**src/rtl/ula_pkg.sv**
```systemverilog
// ula_pkg: shared widths, FSM state encoding and ALU operation codes
package ula_pkg;

    localparam int OPERAND_W = 4;
    localparam int OP_W      = 3;

    typedef enum logic [1:0] {
        S_A    = 2'd0,
        S_B    = 2'd1,
        S_OP   = 2'd2,
        S_EXEC = 2'd3
    } seq_state_t;

    localparam logic [OP_W-1:0] OP_SOMA = 3'b000;
    localparam logic [OP_W-1:0] OP_SUB  = 3'b001;
    localparam logic [OP_W-1:0] OP_AND  = 3'b010;
    localparam logic [OP_W-1:0] OP_OR   = 3'b011;
    localparam logic [OP_W-1:0] OP_XOR  = 3'b100;
    localparam logic [OP_W-1:0] OP_MULT = 3'b101;
    localparam logic [OP_W-1:0] OP_DIV  = 3'b110;

    // Previous field for the back key; the first field has nowhere to go
    function automatic seq_state_t seq_back(input seq_state_t s);
        return (s == S_A) ? S_A : seq_state_t'(s - 2'd1);
    endfunction

endpackage

```
**src/rtl/ula_key_debounce.sv**
```systemverilog
// ula_key_debounce: 2-FF synchronizer, optional debounce (ULA_KEY_DEBOUNCE_EN), 1-clk press pulse
module ula_key_debounce #(
    parameter int DEBOUNCE_CYCLES = 500000
) (
    input  logic clk,
    input  logic rst_n,
    input  logic key_n,
    output logic press_pulse
);

    logic sync1, sync2, deb, deb_next;

`ifdef ULA_KEY_DEBOUNCE_EN
    localparam int CW = $clog2(DEBOUNCE_CYCLES + 1);
    logic [CW-1:0] cnt, cnt_inc, cnt_next;

    assign cnt_inc = cnt + 1'b1;

    // Accept the synced level only after DEBOUNCE_CYCLES consecutive disagreeing samples
    always_comb begin
        deb_next = deb;
        cnt_next = '0;
        if (sync2 != deb) begin
            if (cnt_inc == CW'(DEBOUNCE_CYCLES))
                deb_next = sync2;
            else
                cnt_next = cnt_inc;
        end
    end

    // Stability counter
    always_ff @(posedge clk) begin
        if (!rst_n)
            cnt <= '0;
        else
            cnt <= cnt_next;
    end
`else
    localparam int unused_cycles = DEBOUNCE_CYCLES;

    assign deb_next = sync2;
`endif

    // Synchronize, track debounced level and pulse on its falling edge
    always_ff @(posedge clk) begin
        if (!rst_n) begin
            sync1       <= 1'b1;
            sync2       <= 1'b1;
            deb         <= 1'b1;
            press_pulse <= 1'b0;
        end else begin
            sync1       <= key_n;
            sync2       <= sync1;
            deb         <= deb_next;
            press_pulse <= deb & ~deb_next;
        end
    end

endmodule

```
**src/rtl/ula_operand_sequencer.sv**
```systemverilog
// ula_operand_sequencer: key-driven capture of A, B, OP/Cin for the ALU (debounce via ULA_KEY_DEBOUNCE_EN)
module ula_operand_sequencer
    import ula_pkg::*;
#(
    parameter int DEBOUNCE_CYCLES = 500000
) (
    input  logic                 clk,
    input  logic                 rst_n,
    input  logic [OPERAND_W-1:0] sw_data,
    input  logic                 sw_cin,
    input  logic                 key_enter_n,
    input  logic                 key_back_n,
    output logic [OPERAND_W-1:0] a_out,
    output logic [OPERAND_W-1:0] b_out,
    output logic [OP_W-1:0]      op_out,
    output logic                 cin_out,
    output logic                 operands_valid,
    output logic [1:0]           state_out
);

    logic       enter_p, back_p;
    seq_state_t state;

    ula_key_debounce #(.DEBOUNCE_CYCLES(DEBOUNCE_CYCLES)) u_enter (
        .clk(clk), .rst_n(rst_n), .key_n(key_enter_n), .press_pulse(enter_p)
    );

    ula_key_debounce #(.DEBOUNCE_CYCLES(DEBOUNCE_CYCLES)) u_back (
        .clk(clk), .rst_n(rst_n), .key_n(key_back_n), .press_pulse(back_p)
    );

    // Field walk: enter captures the current field and advances, back only steps the state
    always_ff @(posedge clk) begin
        if (!rst_n) begin
            state          <= S_A;
            a_out          <= '0;
            b_out          <= '0;
            op_out         <= '0;
            cin_out        <= 1'b0;
            operands_valid <= 1'b0;
        end else if (enter_p && !back_p) begin
            case (state)
                S_A:     a_out <= sw_data;
                S_B:     b_out <= sw_data;
                S_OP: begin
                    op_out  <= sw_data[OP_W-1:0];
                    cin_out <= sw_cin;
                end
                default: ;
            endcase
            state          <= seq_state_t'(state + 2'd1);
            operands_valid <= (state == S_OP);
        end else if (back_p && !enter_p) begin
            state          <= seq_back(state);
            operands_valid <= 1'b0;
        end
    end

    assign state_out = state;

endmodule

```
**config.mk**
```make
export PLATFORM = sky130hd
export DESIGN_NAME = ula_operand_sequencer
export DESIGN_NICKNAME = d
export VERILOG_FILES = /design/src/rtl/ula_pkg.sv /design/src/rtl/ula_key_debounce.sv /design/src/rtl/ula_operand_sequencer.sv
export SDC_FILE = /design/constraint.sdc
export NUM_CORES = 1
export LEC_CHECK = 0
export BUFFER_PORTS_ARGS = -buffer_cell sky130_fd_sc_hd__buf_2
export CORE_MARGIN = 2
export CORE_UTILIZATION = 32
export CTS_CLUSTER_DIAMETER = 120
export DETAILED_ROUTE_END_ITERATION = 16
export PLACE_DENSITY = 0.56
export SLEW_MARGIN = 20
export SYNTH_ARGS = -nofsm -noshare
export SYNTH_HDL_FRONTEND = slang
export SYNTH_HIERARCHICAL = 1
export SYNTH_SLANG_ARGS = --single-unit
```
**constraint.sdc**
```tcl
create_clock -name clk -period 1.1 [get_ports clk]
set_input_delay 0.11 -clock clk [delete_from_list [all_inputs] [get_ports clk]]
set_output_delay 0.11 -clock clk [all_outputs]
set_load 0.005 [all_outputs]
```
**Yosys cells after proc, flatten, opt, wreduce, memory -nomap -nowiden**

Index checks and enable logic that the tools add are counted.

- Word-level logic and storage cells: 36
- Bits in registers: 23
- Output and inout bits: 15
- Bits of input ports: 9

- Add/sub/neg operators: 2
- Muxes and demuxes: 5
- Bitwise operators: 4
- Reductions and logical operators: 9
- Eq/ne operators: 2

Operators with widths:

| cell | number |
|---|---|
| $mux 2 | 3 |
| $reduce_and 2->1 | 3 |
| $add 2x1->2 const B | 1 |
| $and 1x1->1 | 2 |
| $eq 2x1->1 const B | 1 |
| $eq 2x2->1 const B | 1 |
| $logic_and 1x1->1 | 2 |
| $logic_not 1->1 | 2 |
| $logic_not 2->1 | 1 |
| $mux 1 | 2 |
| $not 1->1 | 2 |
| $reduce_bool 2->1 | 1 |
| $sub 2x1->2 const B | 1 |

**Longest topological paths before layout**

- Depth after elaboration: 4
- Gate-level depth with buffers: 6
- Mapped depth without buffers: 4

**By module**

Netlist, hierarchy kept.

Modules (own cells, without submodules):

| module | times used | sequential area each (µm²) | cells an instance | area an instance (µm²) |
|---|---|---|---|---|
| ula_operand_sequencer | 1 | 300.3 | 80 | 747.0 |
| ula_key_debounce | 2 | 80.1 | 8 | 107.6 |

**Worst setup path before layout**

No wires, ideal clock.

- Path type: register -> register
- From: register state[0], in the netlist state_out[0]
- To: register cin_out
- Setup slack: -145 ps
- Period minus slack after synthesis: 1245 ps
- Data required time: 1030 ps
- Buffers on the path: 1
- Stages on the path, launching flop included: 6
- Arrival time: 1175 ps
- Library setup time: 70 ps
- Cells stage by stage: dfxtp_1 > inv_1 > ha_1 > clkbuf_1 > a21bo_2 > a21oi_1

- Word-level cells in the longest chain between the ends: 2

Ends and longest elaborated chain:

| item | RTL line | text |
|---|---|---|
| from (decl) | ula_operand_sequencer.sv:22 | `seq_state_t state;` |
| from (signal assigned) | ula_operand_sequencer.sv:51 | `state <= seq_state_t'(state + 2'd1);` |
| from (signal assigned) | ula_operand_sequencer.sv:54 | `state <= seq_back(state);` |
| $eq 2x2->1 | ula_operand_sequencer.sv:42 | `case (state)` |
| $reduce_and 2->1 (no source line) | - |  |
| to (signal assigned) | ula_operand_sequencer.sv:47 | `cin_out <= sw_cin;` |
| to (decl) | ula_operand_sequencer.sv:16 | `output logic cin_out,` |

Every way passes these cells.
A chain may end at the register's enable or synchronous reset.

**Worst setup path after layout**

- From: register u_enter.press_pulse
- To: register state[0], in the netlist state_out[0]

- Word-level cells in the longest chain between the ends: 3
- Elaborated cells on any way between the ends: 5
- Classes of those cells: 1 x mux; 4 x reduce/logical

Ends and longest elaborated chain:

| item | RTL line | text |
|---|---|---|
| from (decl) | ula_key_debounce.sv:8 | `output logic press_pulse` |
| from (signal assigned) | ula_key_debounce.sv:55 | `press_pulse <= deb & ~deb_next;` |
| $logic_not 1->1 | ula_operand_sequencer.sv:53 | `end else if (back_p && !enter_p) begin` |
| $logic_and 1x1->1 | ula_operand_sequencer.sv:53 |  |
| $reduce_bool 2->1 (no source line) | - |  |

Parallel ways exist; a longest one is shown, timed or not.

==> impl_metrics.yaml <==
run_status:
  run_status: "finished, violations left"
  violations_in_the_final_reports: "DRC, setup timing"
synth:
  syn-instance-count: 96
  synth.ff_latch_count: 23
  synth-edff-count: 0
  postSynth.topFlopCell: "sky130_fd_sc_hd__dfxtp_1"
  syn-cell-area_sq_um: 962.2
  share_of_the_yosys_chip_area_belonging_to_registers_pct: 47.85
  syn_area_per_cell_sq_um: 10.02
  synthesis.nets: 112
  synth_async_sr_flop_share_pct: 0
  synthDistinctLibCells: 19
  ys_warn_count: 6
place:
  detailed_place_hpwl_um: 1314
  place.port_buffers: 23
  detailed_place.area_sq_um: 1195
  finalWeightedCongestion: 0.7391
global_route:
  grt_pass1_wl_um: 3022
  first_global_vias: 666
  grt_start_max_net_pins: 16
  grt_remaining_overflow: 0
  global_route.usage.total_pct: 11.36
  antenna_found_initial: 0
hold_path:
  min-delay-path-class: "in2reg"
layout:
  post-route-cell-area_sq_um: 1319
  most_frequent_cells_in_the_layout: "sky130_fd_sc_hd__buf_2, sky130_fd_sc_hd__dfxtp_1, sky130_fd_sc_hd__nand3_1, sky130_fd_sc_hd__a21bo_2, sky130_fd_sc_hd__a21oi_1"
  nFillCells: 264
  final_net_count: 144
  area_delta_synth_final_pct: 37.06
  mostFrequentLayoutCell: "sky130_fd_sc_hd__buf_2"
  antennaDiodeCount: 0
  finalCoreUtilization_pct: 47.01
  drive_gt1_share_pct: 51.18
clock_network:
  clkSlewWorstSetupHoldPaths_ns: 0.12
  cts_tree: "yes"
  tritoncts_num_sinks: 23
  insertion_delay_of_the_later_clocked_pin_in_the_worst_skew_pair_ns: 0.30
  postCtsSetupBuffers: 0
  cts_h_tree_depth: 1
  cts-root-to-sink-buffers: 2
  cts_root_buf: "sky130_fd_sc_hd__clkbuf_4"
  tritoncts.num_buffers: 3
floorplan:
  ios: 24
  floorplan.die_area_sq_um: 3462
  die_y_um: 58.84
  chipWidth_um: 58.84
  core.rowCount: 19
  floorplan.initialDensity_pct: 34.30
  design.core.area_sq_um: 2805
drt:
  drt_iter0_drc: 33
  avgViaCountPerCell: 4.646
  dr.pass1.iters: 10
  vias: 734
  routed_wl_um: 1856
  post-route-drc-count: 2
  detail-route-antenna-nets: 0
  post_drt_wl_per_cell_um: 11.75
timing:
  final.setup_skew_ns: 0.007525
  report.final.setup_viol: 2
  min_period_ns: 1.203
  period_share_pct: 109.3
  rsz0062_at_grt: "true"
  timing.final.ws_setup_ns: -0.1028
  achievable-frequency_ghz: 0.8314
  timing.final.hold_violations: 0
  tightest_slew_ns: 0.1883
  slew_headroom_pct: 87.45
  maxSlewViolCount: 0
power_and_ir_drop:
  power_density_nw_per_um2: 1043
  p_leak_uw: 0.0005618
  power.ir.vdd_worst_mv: 0.5697
critical_path:
  crit_path_required_time_ns: 1.33
  criticalPathCategory: "reg2reg"
  critical_path_cell_by_cell: "ha_4 -> or3b_1 -> a31oi_1"
  worst_setup_path_end_kind: "flop"
  worst_setup_path_start_kind: "flop"
  worst_ep_arrival_time_ns: 1.43
  slowest_delay_ns: 0.39
  worst-path-max-fanout: 4
  crit_path_top_delay_cell: "sky130_fd_sc_hd__dfxtp_4"
flow_run:
  count_of_max_cap_constraint_violations: 0
==> power by group <==
part	switching, uW	internal, uW	total (uW)	leakage [uW]
clock	241	136	376	0.0000177
sequential	10.6	846	856	0.000190
combinational	66.7	76.9	144	0.000354
total	318	1060	1380	0.000562
==> path summary, 6_finish.rpt <==
path / depth (start not counted) / slack [ns] / from / endpoint
worst max-delay path: 3 / -0.10 / u_enter/press_pulse / state_out[0]
worst min-delay path: 2 / 0.05 / rst_n / u_back/sync1
worst max register to register: 3 / -0.10 / u_enter/press_pulse / state_out[0]
worst min register to register: 1 / 0.42 / u_enter/sync1 / u_enter/deb_next
==> per-layer routing <==
metal	share of wire [%]	up-vias	track usage (%)	wire length (um)
met1	52	323	16.17	971
met2	42	18	16.67	776
met4	0.97	0	2.922	18
li1	-	391	-	-
met3	4.8	2	3.516	89
met5	0	-	0	0
==> cells in the mapped netlist (all sizes together), types with 2 or more instances <==
| cell type | count | area, sq um |
|---|---|---|
| nand3 | 12 | 60.06 |
| and3b | 2 | 17.52 |
| buf | 4 | 21.27 |
| or3b | 2 | 17.52 |
| a21bo | 12 | 120.1 |
| a21oi | 13 | 65.06 |
| dfxtp | 23 | 460.4 |
| inv | 5 | 18.77 |
| nand2b | 6 | 37.54 |
| clkbuf | 3 | 11.26 |
| ha | 7 | 87.58 |
| nand2 | 2 | 7.510 |
==> worst max-delay path: cells and delay by family (launching register included) <==
family / cells / cell delay [ns]
AOI/OAI and AO/OA: 1 / 0.15
adders and majority gates: 1 / 0.25
DFF: 1 / 0.39
and+or+nand+nor: 1 / 0.34
==> cells by family after synthesis <==
logic type | synth area share [%]
simple gates | 16.00
flops | 47.85
fa+ha+maj | 9.102
buf+inv | 5.332
mux | 1.040
compound gates | 20.68
==> sequential cells by signal, summed over array words and instances (netlist names) <==
register and flops:
cin_out 1, u_back/press_pulse 1, u_enter/sync1 1, b_out 4, u_back/deb_next 1, u_back/sync1 1, u_enter/deb_next 1, state_out 2
op_out 3, u_enter/deb 1, u_back/deb 1, a_out 4, u_enter/press_pulse 1, operands_valid 1
==> repair_timing <==
action                                 CTS  global route
cloned                                   0             1
setup endpoints to repair               13            15
endpoints found under the hold margin    2             0
pin swaps                                3             8
hold buffers                             2             0
resized for setup                        6             6
==> metrics by stage <==
stage               setup TNS, ns  power [uW]  setup WS (ns)  hold slack [ns]  std cells
global placement         -0.04455       992.8       -0.04455           0.2920        151
finish                    -0.1138        1376        -0.1028          0.04727        158
CTS                       -0.1518        1387        -0.1215          0.02762        157
floorplan                -0.08392       942.3       -0.04682           0.1830         96
global route              -0.3734        1442        -0.1438          0.05135        158
detailed placement        -0.1952       995.9       -0.08099           0.2951        151
==> layout make-up <==
type                       count  area [sq um]  area share [%]
inverter                       5         21.27           1.613
clock buffer                   3         22.52           1.708
sequential                    23         473.0           35.86
clock inverter                 1         5.005          0.3795
tap                           31         38.79           2.941
timing repair buffer          34         236.5           17.93
multi-input combinational     61         521.8           39.56
No activity file was read; power rests on OpenSTA's default activity.
